## src/rtl/pc_next_if.sv

```systemverilog
// Control/datapath bundle for the next-PC unit: candidate sources and load controls in,
// PC state and debug status out.
interface pc_next_if #(
  parameter int WIDTH = 32,
  parameter int N_SRC = 6,
  parameter int SEL_W = 3,
  parameter int CNT_W = 8
);
  logic [N_SRC*WIDTH-1:0] src_flat_i;
  logic [SEL_W-1:0]       sel_i;
  logic                   pc_write_i;
  logic                   pc_write_cond_i;
  logic                   cond_true_i;
  logic                   bad_sel_clr_i;
  logic                   count_clr_i;
  logic [WIDTH-1:0]       pc_o;
  logic [WIDTH-1:0]       pc_prev_o;
  logic [WIDTH-1:0]       target_o;
  logic                   bad_sel_o;
  logic                   misalign_o;
  logic [WIDTH-1:0]       bad_addr_o;
  logic [CNT_W-1:0]       redirect_count_o;

  modport master (
    output src_flat_i, sel_i, pc_write_i, pc_write_cond_i, cond_true_i,
           bad_sel_clr_i, count_clr_i,
    input  pc_o, pc_prev_o, target_o, bad_sel_o, misalign_o, bad_addr_o,
           redirect_count_o
  );

  modport slave (
    input  src_flat_i, sel_i, pc_write_i, pc_write_cond_i, cond_true_i,
           bad_sel_clr_i, count_clr_i,
    output pc_o, pc_prev_o, target_o, bad_sel_o, misalign_o, bad_addr_o,
           redirect_count_o
  );
endinterface

```

## src/rtl/pc_next_unit.sv

```systemverilog
// Next-PC source mux plus PC register, with bad-select and alignment checking and a
// saturating redirect counter.
module pc_next_unit #(
  parameter int              WIDTH       = 32,
  parameter int              N_SRC       = 6,
  parameter int              SEL_W       = 3,
  parameter logic [WIDTH-1:0] RESET_PC   = '0,
  parameter int              ALIGN_CHECK = 1,
  parameter int              CNT_W       = 8
) (
  input logic     clk,
  input logic     rst,
  pc_next_if.slave bus
);
  logic [WIDTH-1:0] target;
  logic             sel_ok;
  logic             load_req;
  logic             bad_load;
  logic             mis_load;
  logic             commit;

  logic [WIDTH-1:0] pc_q,       pc_d;
  logic [WIDTH-1:0] pc_prev_q,  pc_prev_d;
  logic             bad_sel_q,  bad_sel_d;
  logic             misalign_q, misalign_d;
  logic [WIDTH-1:0] bad_addr_q, bad_addr_d;
  logic [CNT_W-1:0] cnt_q,      cnt_d;

  // Out-of-range selects match no candidate, leaving target at zero.
  always_comb begin
    target = '0;
    sel_ok = 1'b0;
    for (int i = 0; i < N_SRC; i++) begin
      if (bus.sel_i == SEL_W'(i)) begin
        target = bus.src_flat_i[i*WIDTH +: WIDTH];
        sel_ok = 1'b1;
      end
    end
  end

  assign load_req = bus.pc_write_i | (bus.pc_write_cond_i & bus.cond_true_i);
  assign bad_load = load_req & ~sel_ok;
  assign mis_load = load_req & sel_ok & (ALIGN_CHECK != 0) & (|target[1:0]);
  assign commit   = load_req & sel_ok & ~mis_load;

  always_comb begin
    pc_d       = pc_q;
    pc_prev_d  = pc_prev_q;
    bad_sel_d  = bad_sel_q;
    misalign_d = mis_load;
    bad_addr_d = bad_addr_q;
    cnt_d      = cnt_q;
    if (commit) begin
      pc_d      = target;
      pc_prev_d = pc_q;
      if (bus.sel_i != '0 && cnt_q != '1)
        cnt_d = cnt_q + 1'b1;
    end
    if (mis_load)
      bad_addr_d = target;
    if (bad_load)
      bad_sel_d = 1'b1;
    else if (bus.bad_sel_clr_i)
      bad_sel_d = 1'b0;
    if (bus.count_clr_i)
      cnt_d = '0;
  end

  always_ff @(posedge clk or posedge rst) begin
    if (rst) begin
      pc_q       <= RESET_PC;
      pc_prev_q  <= RESET_PC;
      bad_sel_q  <= 1'b0;
      misalign_q <= 1'b0;
      bad_addr_q <= '0;
      cnt_q      <= '0;
    end else begin
      pc_q       <= pc_d;
      pc_prev_q  <= pc_prev_d;
      bad_sel_q  <= bad_sel_d;
      misalign_q <= misalign_d;
      bad_addr_q <= bad_addr_d;
      cnt_q      <= cnt_d;
    end
  end

  assign bus.pc_o             = pc_q;
  assign bus.pc_prev_o        = pc_prev_q;
  assign bus.target_o         = target;
  assign bus.bad_sel_o        = bad_sel_q;
  assign bus.misalign_o       = misalign_q;
  assign bus.bad_addr_o       = bad_addr_q;
  assign bus.redirect_count_o = cnt_q;
endmodule

```

## src/flat_wrapper.sv

```systemverilog
// flat-port wrapper written by rule: the top's interface ports become plain ports
module pc_next_unit_flat 
#(
  parameter int              WIDTH       = 32,
  parameter int              N_SRC       = 6,
  parameter int              SEL_W       = 3,
  parameter logic [WIDTH-1:0] RESET_PC   = '0,
  parameter int              ALIGN_CHECK = 1,
  parameter int              CNT_W       = 8
)
  (clk, rst, bus_src_flat_i, bus_sel_i, bus_pc_write_i, bus_pc_write_cond_i, bus_cond_true_i, bus_bad_sel_clr_i, bus_count_clr_i, bus_pc_o, bus_pc_prev_o, bus_target_o, bus_bad_sel_o, bus_misalign_o, bus_bad_addr_o, bus_redirect_count_o);
  pc_next_if #(.WIDTH(WIDTH), .N_SRC(N_SRC), .SEL_W(SEL_W), .CNT_W(CNT_W)) bus_i ();
  input logic clk;
  input logic rst;
  input wire logic [$bits(bus_i.src_flat_i)-1:0] bus_src_flat_i;
  input wire logic [$bits(bus_i.sel_i)-1:0] bus_sel_i;
  input wire logic [$bits(bus_i.pc_write_i)-1:0] bus_pc_write_i;
  input wire logic [$bits(bus_i.pc_write_cond_i)-1:0] bus_pc_write_cond_i;
  input wire logic [$bits(bus_i.cond_true_i)-1:0] bus_cond_true_i;
  input wire logic [$bits(bus_i.bad_sel_clr_i)-1:0] bus_bad_sel_clr_i;
  input wire logic [$bits(bus_i.count_clr_i)-1:0] bus_count_clr_i;
  output wire logic [$bits(bus_i.pc_o)-1:0] bus_pc_o;
  output wire logic [$bits(bus_i.pc_prev_o)-1:0] bus_pc_prev_o;
  output wire logic [$bits(bus_i.target_o)-1:0] bus_target_o;
  output wire logic [$bits(bus_i.bad_sel_o)-1:0] bus_bad_sel_o;
  output wire logic [$bits(bus_i.misalign_o)-1:0] bus_misalign_o;
  output wire logic [$bits(bus_i.bad_addr_o)-1:0] bus_bad_addr_o;
  output wire logic [$bits(bus_i.redirect_count_o)-1:0] bus_redirect_count_o;
  assign bus_i.src_flat_i = bus_src_flat_i;
  assign bus_i.sel_i = bus_sel_i;
  assign bus_i.pc_write_i = bus_pc_write_i;
  assign bus_i.pc_write_cond_i = bus_pc_write_cond_i;
  assign bus_i.cond_true_i = bus_cond_true_i;
  assign bus_i.bad_sel_clr_i = bus_bad_sel_clr_i;
  assign bus_i.count_clr_i = bus_count_clr_i;
  assign bus_pc_o = bus_i.pc_o;
  assign bus_pc_prev_o = bus_i.pc_prev_o;
  assign bus_target_o = bus_i.target_o;
  assign bus_bad_sel_o = bus_i.bad_sel_o;
  assign bus_misalign_o = bus_i.misalign_o;
  assign bus_bad_addr_o = bus_i.bad_addr_o;
  assign bus_redirect_count_o = bus_i.redirect_count_o;
  pc_next_unit #(.WIDTH(WIDTH), .N_SRC(N_SRC), .SEL_W(SEL_W), .RESET_PC(RESET_PC), .ALIGN_CHECK(ALIGN_CHECK), .CNT_W(CNT_W)) u_core (.clk(clk), .rst(rst), .bus(bus_i));
endmodule
```

## config.mk

```make
export PLATFORM = sky130hd
export DESIGN_NAME = pc_next_unit_flat
export DESIGN_NICKNAME = d
export VERILOG_FILES = /design/src/rtl/pc_next_if.sv /design/src/rtl/pc_next_unit.sv /design/src/flat_wrapper.sv
export SDC_FILE = /design/constraint.sdc
export NUM_CORES = 1
export LEC_CHECK = 0
export ABC_AREA = 0
export CORE_AREA = 2 2 133 135
export CTS_CLUSTER_DIAMETER = 100
export DETAILED_ROUTE_END_ITERATION = 10
export DIE_AREA = 0 0 135 137
export PLACE_DENSITY = 0.74
export SYNTH_ARGS = -nofsm -noshare
export SYNTH_HDL_FRONTEND = slang
export SYNTH_SLANG_ARGS = --single-unit
```

## constraint.sdc

```tcl
create_clock -name clk -period 9.78 [get_ports clk]
set_clock_uncertainty 0.1 [all_clocks]
set_input_delay 1.956 -clock clk [delete_from_list [all_inputs] [get_ports clk]]
set_output_delay 1.956 -clock clk [all_outputs]
set_load 0.1 [all_outputs]
```

==> flow_summary.json <==
{
  "outcome": "finished clean",
  "hold_class": "register to register",
  "cp.arrival_ns": 5.05,
  "portBuffers": 339,
  "post-route-min-period_ns": 7.107,
  "async_flop_share": 1.000,
  "critPathCaptureType": "output pin",
  "fin_setup_tns_ns": 0,
  "fin_worst_hold_slack_ns": 0.4061,
  "finalWorstSetupSlack_ns": 2.673,
  "num-fill-cells": 1423,
  "ys_seq_elements": 106,
  "netlist-cell-type-count": 39,
  "worstPathMaxFanout": 37,
  "insertion_delay_ns": 0.35,
  "relSlewSlack": 0.3056,
  "syn_avg_cell_area_sq_um": 13.27,
  "globalRouteOverflowTotal": 0,
  "first_iter_violations": 208,
  "seq_area_sq_mm": 0.002653,
  "placed_cells": 982,
  "rsz0062_at_grt": "no",
  "crit_required_ns": 7.72,
  "num_antenna_cells": 0,
  "synth_top_family_by_area": "multiplexers",
  "cts.sinks": 106,
  "top_layer": "met4",
  "initial_core_util": 0.3446,
  "period_share": 0.7267,
  "synthCells": 443,
  "htreeDepth": 3,
  "synth_compound_area_frac": 0.06152,
  "synth_most_common_cell": "dfrtp_1",
  "synthToLayoutAreaGrowth_pct": 64.77,
  "nets": 971,
  "core-area_sq_mm": 0.01706,
  "synthTopCellsByArea": "dfrtp_1 45%, mux2_4 15%, mux4_2 8.0%, mux2i_1 7.5%, mux2_2 7.5%",
  "cts_buffers": 9,
  "maxCapViolations": 0,
  "ys_warn_count": 0,
  "path_cells": "buf_2 -> buf_4 -> nand2b_1 -> buf_4 -> o221ai_1 -> clkdlybuf4s50_1",
  "grt_max_degree": 57,
  "yosysTopAreaCellShare": 0.4513,
  "max-vdd-ir-drop_v": 0.0001928,
  "yosysSeqAreaShare": 0.4513,
  "wl_met3_microns": 1634,
  "path_clk_slew_ns": 0.08,
  "ctsHoldBuffers": 0,
  "fp.dieArea_sq_mm": 0.01850,
  "crit_top_cell": "buf_4",
  "synthAdderAreaFrac": 0.002129,
  "hold_viol_final": 0,
  "grt_pass1_vias": 5157,
  "synth_xor_area_frac": 0,
  "die_width_microns": 135,
  "drt-pass1-iter-count": 5,
  "met1_length_microns": 7977,
  "placed_area_sq_mm": 0.009392,
  "postCtsSetupRepairBufs": 0,
  "critPathKind": "input port to output pin",
  "grt_pass1_wl_microns": 29950,
  "multiInputGateArea_sq_mm": 0.002924,
  "drive_gt1_frac": 0.1940,
  "die_y_microns": 137,
  "ant_nets": 0,
  "antenna_found_initial": 0,
  "clockBufferDepth": 2,
  "synth_commonest_cells": "106 x dfrtp_1, 58 x mux2_4, 44 x mux2i_1, 39 x mux2_2, 24 x inv_1",
  "vias_per_cell": 5.111,
  "synth_edf_count": 0,
  "route.detailed.drc": 0,
  "finish.instance_area_sq_mm": 0.009686,
  "clockRootBuffer": "clkbuf_16",
  "yosys.area.top_type": "dfrtp_1",
  "synthMuxAreaShare": 0.3782,
  "path_delay_family": "buffers and inverters",
  "rows": 48,
  "grtUsageTotal": 0.2139,
  "finalNonFillerCells": 998,
  "pwr_density_cell_mw_per_mm2": 285.2,
  "dp_hpwl_microns": 15820,
  "maxSlewViolCount": 0,
  "synthSimpleGateAreaFrac": 0.05428,
  "drt-total-wl_microns": 20330,
  "cts.repair.resized": 0,
  "route.met2.wl_microns": 10100,
  "ys.flop_type": "dfrtp_1",
  "place.gp.congestion": 0.8600,
  "synth_fp_nets": 646,
  "routedWlPerCell_microns": 20.37,
  "pre_cts_slack_ns": 2.657,
  "worst_pin_slew_ns": 1.038,
  "critPathBufInv": 4,
  "cp_slowest_cell": "clkdlybuf4s50_1",
  "finalSetupViolations": 0,
  "cp_slowest_stage_delay_ns": 1.25,
  "ios": 340,
  "vias": 5101,
  "cts_tree": "done",
  "leakagePower_uw": 0.004247,
  "cp-start-kind": "input port",
  "synth_area_sq_mm": 0.005878,
  "fmax_ghz": 0.1407
}
==> final cells by class <==
type                    count  share of cell area
well taps                 225             0.02907
multi-input cells         280              0.3019
inverters                  24            0.009559
repair buffers            347              0.3553
flip-flops and latches    106              0.2739
clock inverters             7            0.007105
clock buffers               9             0.02325
==> routing by layer <==
metal | up-vias | track usage
met1 | 2538 | 0.2618
met2 | 252 | 0.3660
met3 | 42 | 0.04963
met5 | - | 0
met4 | 0 | 0.08565
li1 | 2269 | -
==> through the flow <==
step | util | total power, uW
floorplan | - | 1957
global placement | 0.5506 | 2400
detailed placement | 0.5506 | 2414
CTS | 0.5679 | 2784
global route | 0.5679 | 2853
finish | 0.5679 | 2762
==> layout by cell type (no fill, tap or decap), types with 14 or more instances in the layout <==
| master | synthesis | layout |
|---|---|---|
| clkdlybuf4s50_1 | 0 | 336 |
| dfrtp_1 | 106 | 106 |
| mux2_4 | 58 | 58 |
| mux2i_1 | 44 | 44 |
| mux2_2 | 39 | 39 |
| inv_1 | 24 | 23 |
| mux4_2 | 21 | 21 |
| o22ai_1 | 21 | 21 |
| nor2_1 | 16 | 16 |
| a21oi_1 | 14 | 14 |
==> path summary, 6_finish.rpt <==
kind	startpoint	to	cells after the start	slack [ns]
max	bus_sel_i[2]	bus_target_o[16]	6	2.67
min	u_core.bus.bad_addr_o[0]$_DFFE_PP0P_	u_core.bus.bad_addr_o[0]$_DFFE_PP0P_	1	0.41
max reg2reg	u_core.bus.redirect_count_o[2]$_DFFE_PP0P_	u_core.bus.redirect_count_o[5]$_DFFE_PP0P_	5	7.74
min reg2reg	u_core.bus.bad_addr_o[0]$_DFFE_PP0P_	u_core.bus.bad_addr_o[0]$_DFFE_PP0P_	1	0.41
max in group asynchronous	rst	u_core.bus.pc_prev_o[9]$_DFFE_PP0P_	3	6.45
min in group asynchronous	rst	u_core.bus.pc_prev_o[6]$_DFFE_PP0P_	2	1.95
==> registers in the layout, indices dropped and copies added, names as in the netlist <==
register,count
u_core.bus.bad_addr_o,32
u_core.bus.bad_sel_o,1
u_core.bus.pc_prev_o,32
u_core.bus.redirect_count_o,8
u_core.bus.pc_o,32
u_core.bus.misalign_o,1
==> worst reg2reg max path: cells and delay by family (launching register included) <==
family | cells | cell delay (ns)
mux | 1 | 0.36
flops | 1 | 0.45
simple gates | 4 | 1.02
==> logic make-up after synthesis <==
| logic type | Yosys count |
|---|---|
| multiplexers | 162 |
| AO/OA/AOI/OAI | 56 |
| AND/OR/NAND/NOR | 61 |
| adder cells (fa/ha/maj) | 1 |
| buffers and inverters | 57 |
| flip-flops | 106 |
==> power breakdown <==
part | total (uW) | switching (uW) | internal [uW] | leakage [uW]
clock network | 362 | 181 | 181 | 0.000146
logic | 1750 | 1260 | 485 | 0.00276
registers | 651 | 85.9 | 566 | 0.00134
total | 2760 | 1530 | 1230 | 0.00425
(Power assumes the default switching activity.)
